[src/rtl/person_counter.sv]
// -----------------------------------------------------------------------------
// person_counter
//
// Purpose:
//   Occupancy counter for a single entry door watched by two IR beam-break
//   sensors. Outer sensor A is on the street side and inner sensor B is on the
//   house side. Each raw beam goes through a 2-FF synchroniser and a debounce
//   filter. A direction FSM runs on the filtered pair {A,B}, recognises
//   complete entry and exit passages, and updates a saturating count.
//   Aborted, reversed or stalled passages never change the count.
//
// Ports:
//   clk_i           system clock, rising edge
//   rst_ni          asynchronous active-low reset
//   sensor_outer_i  raw outer beam (A), 1 = broken, asynchronous
//   sensor_inner_i  raw inner beam (B), 1 = broken, asynchronous
//   count_clear_i   synchronous clear of the count and the error flag
//   person_count_o  registered occupancy
//   entry_pulse_o   one-cycle pulse, aligned with the count after an entry
//   exit_pulse_o    one-cycle pulse, aligned with the count after an exit
//   error_o         sticky overflow/underflow flag, cleared by count_clear_i
// -----------------------------------------------------------------------------
module person_counter #(
  parameter int COUNT_WIDTH     = 4,
  parameter int DEBOUNCE_CYCLES = 16,
  parameter int TIMEOUT_CYCLES  = 1000
) (
  input  logic                   clk_i,
  input  logic                   rst_ni,
  input  logic                   sensor_outer_i,
  input  logic                   sensor_inner_i,
  input  logic                   count_clear_i,
  output logic [COUNT_WIDTH-1:0] person_count_o,
  output logic                   entry_pulse_o,
  output logic                   exit_pulse_o,
  output logic                   error_o
);

  localparam int DBW = $clog2(DEBOUNCE_CYCLES + 1);
  localparam int TOW = $clog2(TIMEOUT_CYCLES + 1);

  typedef enum logic [2:0] {
    S_IDLE,
    S_EN_A,
    S_EN_AB,
    S_EN_B,
    S_EX_B,
    S_EX_BA,
    S_EX_A,
    S_WAIT_CLEAR
  } state_t;

  // Bit 1 = outer (A), bit 0 = inner (B) throughout.
  logic [1:0]          w_raw;
  logic [1:0]          r_sync1;
  logic [1:0]          r_sync2;
  logic [1:0]          r_filt;
  logic [1:0][DBW-1:0] r_db_cnt;

  state_t              r_state;
  state_t              w_state_nxt;
  logic [TOW-1:0]      r_to_cnt;
  logic                w_active;
  logic                w_to_hit;
  logic                w_entry_done;
  logic                w_exit_done;

  logic [COUNT_WIDTH-1:0] r_count;
  logic                   r_entry_pulse;
  logic                   r_exit_pulse;
  logic                   r_error;

  assign w_raw = {sensor_outer_i, sensor_inner_i};

  // Synchroniser and debounce. The counter only runs while the synchronised
  // level disagrees with the filtered one, so any return to the filtered
  // level (a glitch) starts the qualification over.
  always_ff @(posedge clk_i or negedge rst_ni) begin
    if (!rst_ni) begin
      r_sync1  <= '0;
      r_sync2  <= '0;
      r_filt   <= '0;
      r_db_cnt <= '0;
    end else begin
      r_sync1 <= w_raw;
      r_sync2 <= r_sync1;
      for (int i = 0; i < 2; i++) begin
        if (r_sync2[i] == r_filt[i]) begin
          r_db_cnt[i] <= '0;
        end else if (r_db_cnt[i] == DBW'(DEBOUNCE_CYCLES - 1)) begin
          r_filt[i]   <= r_sync2[i];
          r_db_cnt[i] <= '0;
        end else begin
          r_db_cnt[i] <= r_db_cnt[i] + 1'b1;
        end
      end
    end
  end

  // Direction FSM: state register.
  always_ff @(posedge clk_i or negedge rst_ni) begin
    if (!rst_ni) begin
      r_state <= S_IDLE;
    end else begin
      r_state <= w_state_nxt;
    end
  end

  // Direction FSM: next state. Pairs not listed for a state hold it.
  always_comb begin
    w_state_nxt  = r_state;
    w_entry_done = 1'b0;
    w_exit_done  = 1'b0;
    w_active     = (r_state != S_IDLE) && (r_state != S_WAIT_CLEAR);
    w_to_hit     = 1'b0;
    case (r_state)
      S_IDLE: begin
        case (r_filt)
          2'b10:   w_state_nxt = S_EN_A;
          2'b01:   w_state_nxt = S_EX_B;
          2'b11:   w_state_nxt = S_WAIT_CLEAR;
          default: w_state_nxt = S_IDLE;
        endcase
      end
      S_EN_A: begin
        if (r_filt == 2'b11)      w_state_nxt = S_EN_AB;
        else if (r_filt == 2'b00) w_state_nxt = S_IDLE;
      end
      S_EN_AB: begin
        if (r_filt == 2'b01)      w_state_nxt = S_EN_B;
        else if (r_filt == 2'b10) w_state_nxt = S_EN_A;
      end
      S_EN_B: begin
        if (r_filt == 2'b00) begin
          w_state_nxt  = S_IDLE;
          w_entry_done = 1'b1;
        end else if (r_filt == 2'b11) begin
          w_state_nxt = S_EN_AB;
        end
      end
      S_EX_B: begin
        if (r_filt == 2'b11)      w_state_nxt = S_EX_BA;
        else if (r_filt == 2'b00) w_state_nxt = S_IDLE;
      end
      S_EX_BA: begin
        if (r_filt == 2'b10)      w_state_nxt = S_EX_A;
        else if (r_filt == 2'b01) w_state_nxt = S_EX_B;
      end
      S_EX_A: begin
        if (r_filt == 2'b00) begin
          w_state_nxt = S_IDLE;
          w_exit_done = 1'b1;
        end else if (r_filt == 2'b11) begin
          w_state_nxt = S_EX_BA;
        end
      end
      S_WAIT_CLEAR: begin
        if (r_filt == 2'b00) w_state_nxt = S_IDLE;
      end
      default: w_state_nxt = S_IDLE;
    endcase

    // A stalled passage is abandoned. A real transition in the same cycle
    // wins, so a completion is never lost to the timer.
    if (w_active && (w_state_nxt == r_state) &&
        (r_to_cnt == TOW'(TIMEOUT_CYCLES - 1))) begin
      w_to_hit    = 1'b1;
      w_state_nxt = (r_filt == 2'b00) ? S_IDLE : S_WAIT_CLEAR;
    end
  end

  // Dwell timer: restarts on every state change, idle outside a passage.
  always_ff @(posedge clk_i or negedge rst_ni) begin
    if (!rst_ni) begin
      r_to_cnt <= '0;
    end else if (!w_active || (w_state_nxt != r_state)) begin
      r_to_cnt <= '0;
    end else begin
      r_to_cnt <= r_to_cnt + 1'b1;
    end
  end

  // Count, pulses and error flag. Clear wins over a simultaneous completion,
  // which is then dropped together with its pulse.
  always_ff @(posedge clk_i or negedge rst_ni) begin
    if (!rst_ni) begin
      r_count       <= '0;
      r_entry_pulse <= 1'b0;
      r_exit_pulse  <= 1'b0;
      r_error       <= 1'b0;
    end else if (count_clear_i) begin
      r_count       <= '0;
      r_entry_pulse <= 1'b0;
      r_exit_pulse  <= 1'b0;
      r_error       <= 1'b0;
    end else begin
      r_entry_pulse <= w_entry_done;
      r_exit_pulse  <= w_exit_done;
      if (w_entry_done) begin
        if (r_count == {COUNT_WIDTH{1'b1}}) r_error <= 1'b1;
        else                                r_count <= r_count + 1'b1;
      end
      if (w_exit_done) begin
        if (r_count == '0) r_error <= 1'b1;
        else               r_count <= r_count - 1'b1;
      end
    end
  end

  assign person_count_o = r_count;
  assign entry_pulse_o  = r_entry_pulse;
  assign exit_pulse_o   = r_exit_pulse;
  assign error_o        = r_error;

endmodule
[config.mk]
export PLATFORM = sky130hd
export DESIGN_NAME = person_counter
export DESIGN_NICKNAME = d
export VERILOG_FILES = /design/src/rtl/person_counter.sv
export SDC_FILE = /design/constraint.sdc
export NUM_CORES = 1
export LEC_CHECK = 0
export BUFFER_PORTS_ARGS = -buffer_cell sky130_fd_sc_hd__buf_2
export CAP_MARGIN = 0
export CORE_MARGIN = 2
export CORE_UTILIZATION = 30
export DETAILED_ROUTE_END_ITERATION = 8
export HOLD_SLACK_MARGIN = 0.12
export PLACE_DENSITY_LB_ADDON = 0.08
export SKIP_LAST_GASP = 1
export SYNTH_ARGS = -nofsm -noshare
export SYNTH_HDL_FRONTEND = slang
export SYNTH_SLANG_ARGS = --single-unit
export TNS_END_PERCENT = 30
[constraint.sdc]
create_clock -name clk_i -period 3.8 [get_ports clk_i]
set_input_delay 0 -clock clk_i [delete_from_list [all_inputs] [get_ports clk_i]]
set_output_delay 0 -clock clk_i [all_outputs]
set_load 0.02 [all_outputs]
==> flow_summary.toml, run 1 <==
[logic_synthesis]
syn_avg_cell_area_sq_um = 10.0
synthCells = 197
synth_cell_type_count = 49
synth_edf_count = 0
async_flop_share = 1.00
synth-main-ff-cell = "dfrtp_1"
syn-num-nets = 207
syn_area_sq_um = 1970
seq_area_frac_synth = 0.457
synth_seq_cells = 36
yosysWarnings = 0

[detailed_routing]
drtPass1Iterations = 4
ant_nets = 0
drt_iter0_markers = 51
remaining_drc_errors = 0
wl_per_cell_um = 13.6
drt_wl_total_mm = 3.88
drt-vias-per-instance = 5.09
vias = 1455

[finish]
postLayoutCoreUtil = 0.344
mostFrequentLayoutCell = "dfrtp_1"
syn_to_final_growth_pct = 10.9
drive_gt1_frac = 0.115
num_antenna_cells = 0
final_cell_mix = "dfrtp_1, nor2_1, nand3_1, nand2_1, nor3_1"
nNetsFinal = 218

[sta]
rsz0062_at_grt = "no"
fin_crit_ns = 2.08
max_slew_margin = 0.443
hold_violations = 0
finalSetupViolations = 0
skew_ns = 0.00963
worst_pin_slew_ns = 0.835
post-route-period-util = 0.548
max_freq_mhz = 480
tns_ns = 0
slew_violations = 0

[power_and_ir_drop]
ir_drop_mv = 0.144
cellPowerDensity_nw_per_um2 = 321
p_leak_nw = 0.957

[floorplanning]
rows = 29
io-pin-count = 12
die_h_um = 85.1
die_area_sq_um = 7240
coreArea_sq_um = 6350
die_w_um = 85.1
start_util = 0.311

[global_route]
grt_max_degree = 37
grtUsageTotal = 0.111
grt_pass1_wl_mm = 6.58
gr-total-overflow = 0
antenna_found_initial = 0
grt_pass1_vias = 1426

[cts]
cts.sinks = 36
cts-buffers-inserted = 5
post_cts_resized = 0
cts_buffer_depth = 2
cts_tree = "yes"
clkTransAtPathRegs_ns = 0.08
htreeDepth = 2
clk-insertion-delay-late_ns = 0.28
cts-root-buf = "clkbuf_8"
ctsHoldBuffers = 4
post_cts_buffers = 0

[worst_setup_path]
critPathKind = "flop to flop"
arrival_ns = 2.24
slowest_delay_ns = 0.50
worst_setup_path_start_kind = "flop"
worstSetupStartpoint = "r_to_cnt[0]"
crit_path_cell_trace = "ha_1 > and4bb_1 > and3_1 > o221ai_1 > a311o_1"
cp.required_ns = 3.96
r2r_start = "r_to_cnt[0]"
worstPathMaxFanout = 14
critPathSlowestCell = "and3_1"
cp-end-kind = "flop"

[min_path]
hold_class = "input pin to asynchronous set/reset pin"

[placement]
numPortBuffers = 11
place_congestion = 0.782
dpl.hpwl_mm = 2.65

[outcome]
status = "finished clean"

[run]
max-cap-violations = 0
worst max-delay path, delay by kind of cell (launching register included):
| family | cells | cell delay (ns) |
|---|---|---|
| AND/OR/NAND/NOR | 2 | 0.78 |
| AO/OA/AOI/OAI | 2 | 0.50 |
| flip-flops | 1 | 0.41 |
| adder cells (fa/ha/maj) | 1 | 0.27 |
stage by stage:
step	instance area, sq um	std cells	total power [mW]	hold WS, ns	setup WS (ns)
2_1_floorplan	1970	197	0.411	-0.296	2.18
3_3_place_gp	2060	274	0.423	0.108	1.80
3_5_place_dp	2060	274	0.426	0.112	1.74
4_1_cts	2190	286	0.714	0.353	1.73
5_1_grt	2190	286	0.734	0.352	1.59
6_report	2190	286	0.701	0.346	1.72
layout make-up:
class / instances / area [sq um]
fillers: 653 / 4160
multi-input cells: 146 / 990
flip-flops and latches: 36 / 901
well taps: 77 / 96.3
repair buffers: 15 / 95.1
clock buffers: 8 / 90.1
inverters: 4 / 15.0
synth_stat cells (3+ instances only):
cell type / n / area share
inv_1: 4 / 0.0076
o2111ai_1: 3 / 0.013
clkbuf_1: 6 / 0.011
and2_1: 4 / 0.013
xor2_1: 9 / 0.040
nand3_1: 12 / 0.030
ha_1: 5 / 0.032
o21ai_0: 7 / 0.018
nor3_1: 12 / 0.030
and3_1: 7 / 0.022
nand2_1: 12 / 0.023
buf_6: 3 / 0.017
a31oi_1: 4 / 0.013
xnor2_1: 6 / 0.027
nor2b_1: 7 / 0.022
nor3b_1: 4 / 0.015
dfrtp_1: 36 / 0.46
nor2_1: 16 / 0.030
nand2b_1: 3 / 0.0095
registers in the layout (all words and copies together), names as in the netlist:
register and count:
r_filt 2, r_sync2 2, entry_pulse_o 1, r_db_cnt 10, r_to_cnt 10, r_sync1 2, person_count_o 4, r_state 3
error_o 1, exit_pulse_o 1
logic make-up (layout without fill, tap and decap cells):
family,after synthesis,in the layout,synth area share
multiplexers,4,4,0.0279
buffers and inverters,15,27,0.0412
XOR/XNOR,15,15,0.0666
AND/OR/NAND/NOR,93,93,0.269
adder cells (fa/ha/maj),5,5,0.0317
AO/OA/AOI/OAI,29,29,0.107
flip-flops,36,36,0.457
final timing paths:
kind | end | slack, ns | depth (start not counted)
max in group asynchronous | r_db_cnt[5] | 2.91 | 2
min in group clk_i | r_sync2[0] | 0.35 | 0
setup reg to reg | r_state[1] | 1.72 | 5
hold reg to reg | r_sync2[0] | 0.35 | 0
hold / removal | person_count_o[3] | 0.35 | 2
setup / recovery | r_state[1] | 1.72 | 5
per-layer routing:
layer,track usage,vias up,share of wire
met5,0,-,0
met4,0.0390,0,0.0064
met3,0.0272,2,0.023
met2,0.182,10,0.47
met1,0.143,711,0.50
li1,-,732,-
where the power goes:
group	total [mW]	internal (mW)	switching, mW
registers	0.395	0.390	0.00491
clock network	0.281	0.148	0.133
logic	0.0248	0.00999	0.0148
No activity file was read; power rests on OpenSTA's default activity.
==> inputs of run 2 (changes only) <==
--- a/config.mk
+++ b/config.mk
@@ -5,6 +5,7 @@
 export SDC_FILE = /design/constraint.sdc
 export NUM_CORES = 1
 export LEC_CHECK = 0
+export ABC_AREA = 1
 export BUFFER_PORTS_ARGS = -buffer_cell sky130_fd_sc_hd__buf_2
 export CAP_MARGIN = 0
 export CORE_MARGIN = 2
==> constraint.sdc (replaced) <==
create_clock -name clk_i -period 1.7 [get_ports clk_i]
set_input_delay 0 -clock clk_i [delete_from_list [all_inputs] [get_ports clk_i]]
set_output_delay 0 -clock clk_i [all_outputs]
set_load 0.02 [all_outputs]
==> flow_summary.toml, run 2 <==
[power_and_ir_drop]
p_sw_frac = 0.427
clockPowerShare = 0.155
comb_power_share = 0.563
ir_drop_mv = 0.593
cellPowerDensity_nw_per_um2 = 1300
p_leak_nw = 1.37
power.total_mw = 3.63
p_switching_mw = 1.55
p_int_mw = 2.08
sequentialPowerShare = 0.282

[placement]
place_area_sq_um = 2500
dp.cells = 356
numPortBuffers = 11
pre_cts_ws_ns = -0.274
place_congestion = 0.799
dpl.hpwl_mm = 3.21

[logic_synthesis]
yosysWarnings = 0
synth_edf_count = 0
synth_seq_cells = 36
syn-num-nets = 234
syn_area_sq_um = 1980
yosys-top-cells-count = "nand2_1, dfrtp_1, inv_1"
yosys-top-cells-area = "dfrtp_1, nand2_1, nor3_2, inv_1, nor2_1"
yosysMostFrequentCell = "nand2_1"
async_flop_share = 1.00
synth_largest_area_cell = "dfrtp_1"
syn_avg_cell_area_sq_um = 8.85
synthCells = 224
seq_area_frac_synth = 0.455
yosys.area.top_type_share = 0.455
synth-main-ff-cell = "dfrtp_1"
synth_cell_type_count = 34

[outcome]
violations = "negative setup slack"
status = "complete, but fails checks"

[sta]
max_freq_mhz = 498
tns_ns = -3.28
finalSetupViolations = 13
worst_hold_slack_ns = 0.210
slew_violations = 0
setup_slack_ns = -0.310
max_slew_margin = 0.676
skew_ns = 0.00468
rsz0062_at_grt = "yes"
post-route-period-util = 1.18
worst_pin_slew_ns = 0.486
fin_crit_ns = 2.01
hold_violations = 0

[global_route]
gr-total-overflow = 0
grt_pass1_wl_mm = 7.69
antenna_found_initial = 0
grt_pass1_vias = 1741
grt_max_degree = 20
grtUsageTotal = 0.131

[cts]
htreeDepth = 2
cts_buffer_depth = 2
cts_tree = "yes"
cts-buffers-inserted = 5
cts-root-buf = "clkbuf_8"
clkTransAtPathRegs_ns = 0.07
clk-insertion-delay-late_ns = 0.28
cts.sinks = 36

[worst_setup_path]
r2r_start = "r_state[1]"
critPathSlowestCell = "dfrtp_2"
worst_setup_path_start_kind = "flop"
slowest_delay_ns = 0.45
worst-r2r-cell-count = 13
worstPathMaxFanout = 5
r2r_slack_ns = -0.31
cp.required_ns = 1.90
critPathKind = "flop to flop"
arrival_ns = 2.21
crit_top_cell = "nand2_2"
crit_path_cell_trace = "buf_4 > nand2_2 > nor2_4 > a21oi_2 > nand3_2 > nand2_2 > nand2_2 > nand4_4 > buf_12 > nand2_2 > nand2_4 > nand3_4 > nor3_2"
r2r-end = "r_to_cnt[1]"
cp-end-kind = "flop"

[floorplanning]
coreArea_sq_um = 6390
start_util = 0.310
die_area_sq_um = 7270
rows = 29
die_h_um = 85.3
io-pin-count = 12
die_w_um = 85.3

[finish]
mostFrequentLayoutCell = "buf_4"
postLayoutCoreUtil = 0.438
final_cell_mix = "buf_4, dfrtp_1, nand2_1, inv_1, nor2_1"
fin_cells = 375
syn_to_final_growth_pct = 41.2
final_area_sq_um = 2800
num_antenna_cells = 0
drive_gt1_frac = 0.413
nNetsFinal = 309

[detailed_routing]
wl_per_cell_um = 11.8
ant_nets = 0
drt_wl_total_mm = 4.43
remaining_drc_errors = 0
vias = 1716
drt_iter0_markers = 49
drt-vias-per-instance = 4.58
drtPass1Iterations = 4

[min_path]
hold_class = "input pin to asynchronous set/reset pin"

[run]
max-cap-violations = 0
## run 2: critical path: cells and delay by family, from the launching register on
family | cells | cell delay (ns)
buffers and inverters | 2 | 0.27
AOI/OAI and AO/OA | 1 | 0.17
DFF | 1 | 0.45
and+or+nand+nor | 10 | 1.02
## run 2: repair_timing
item	CTS	global route
resized for setup	2	23
hold buffers	4	0
pin swaps	0	21
endpoints found under the setup margin	13	17
cloned	0	2
setup buffers	0	7
hold endpoints to repair	45	0
## run 2: layer usage
metal	track usage	part of all wire
met5	0	0
met4	0.0418	0.0090
met1	0.164	0.48
met2	0.224	0.49
met3	0.0292	0.022
## run 2: cell type report
type	instances	area, sq um
Timing Repair Buffer	68	522
Clock buffer	6	72.6
Inverter	33	129
Tap cell	77	96.3
Sequential cell	36	907
Multi-Input combinational cell	155	1070
Fill cell	643	3590
## run 2: worst max path at each step
stage	from	endpoint	slack, ns	cells after the start
4_1_cts	r_state[1]	r_to_cnt[1]	-0.27	10
2_1_floorplan	r_filt[1]	r_to_cnt[1]	-0.06	12
3_5_place_dp	r_state[1]	r_to_cnt[1]	-0.27	10
5_1_grt	r_filt[1]	r_to_cnt[1]	-0.42	12
3_3_place_gp	r_state[1]	r_to_cnt[9]	-0.22	10
6_report	r_state[1]	r_to_cnt[1]	-0.31	13
## run 2: kinds of logic (layout without fill, tap and decap cells)
group / after synthesis / count (layout) / share of synthesized area
AOI/OAI and AO/OA: 28 / 28 / 0.0827
muxes: 1 / 1 / 0.00568
adders and majority gates: 5 / 5 / 0.0316
buffers and inverters: 35 / 107 / 0.0732
xor gates and xnor gates: 13 / 13 / 0.0574
and+or+nand+nor: 106 / 108 / 0.295
DFF: 36 / 36 / 0.455
## run 2: power groups by stage
stage | Combinational, mW | Clock, mW | Sequential [mW]
final | 2.04 | 0.563 | 1.02
after global routing | 2.23 | 0.618 | 1.03
after CTS | 1.51 | 0.593 | 1.03
after detailed placement | 1.49 | 0 | 1.04
after global placement | 1.49 | 0 | 1.04
after floorplan | 0.941 | 0 | 1.03
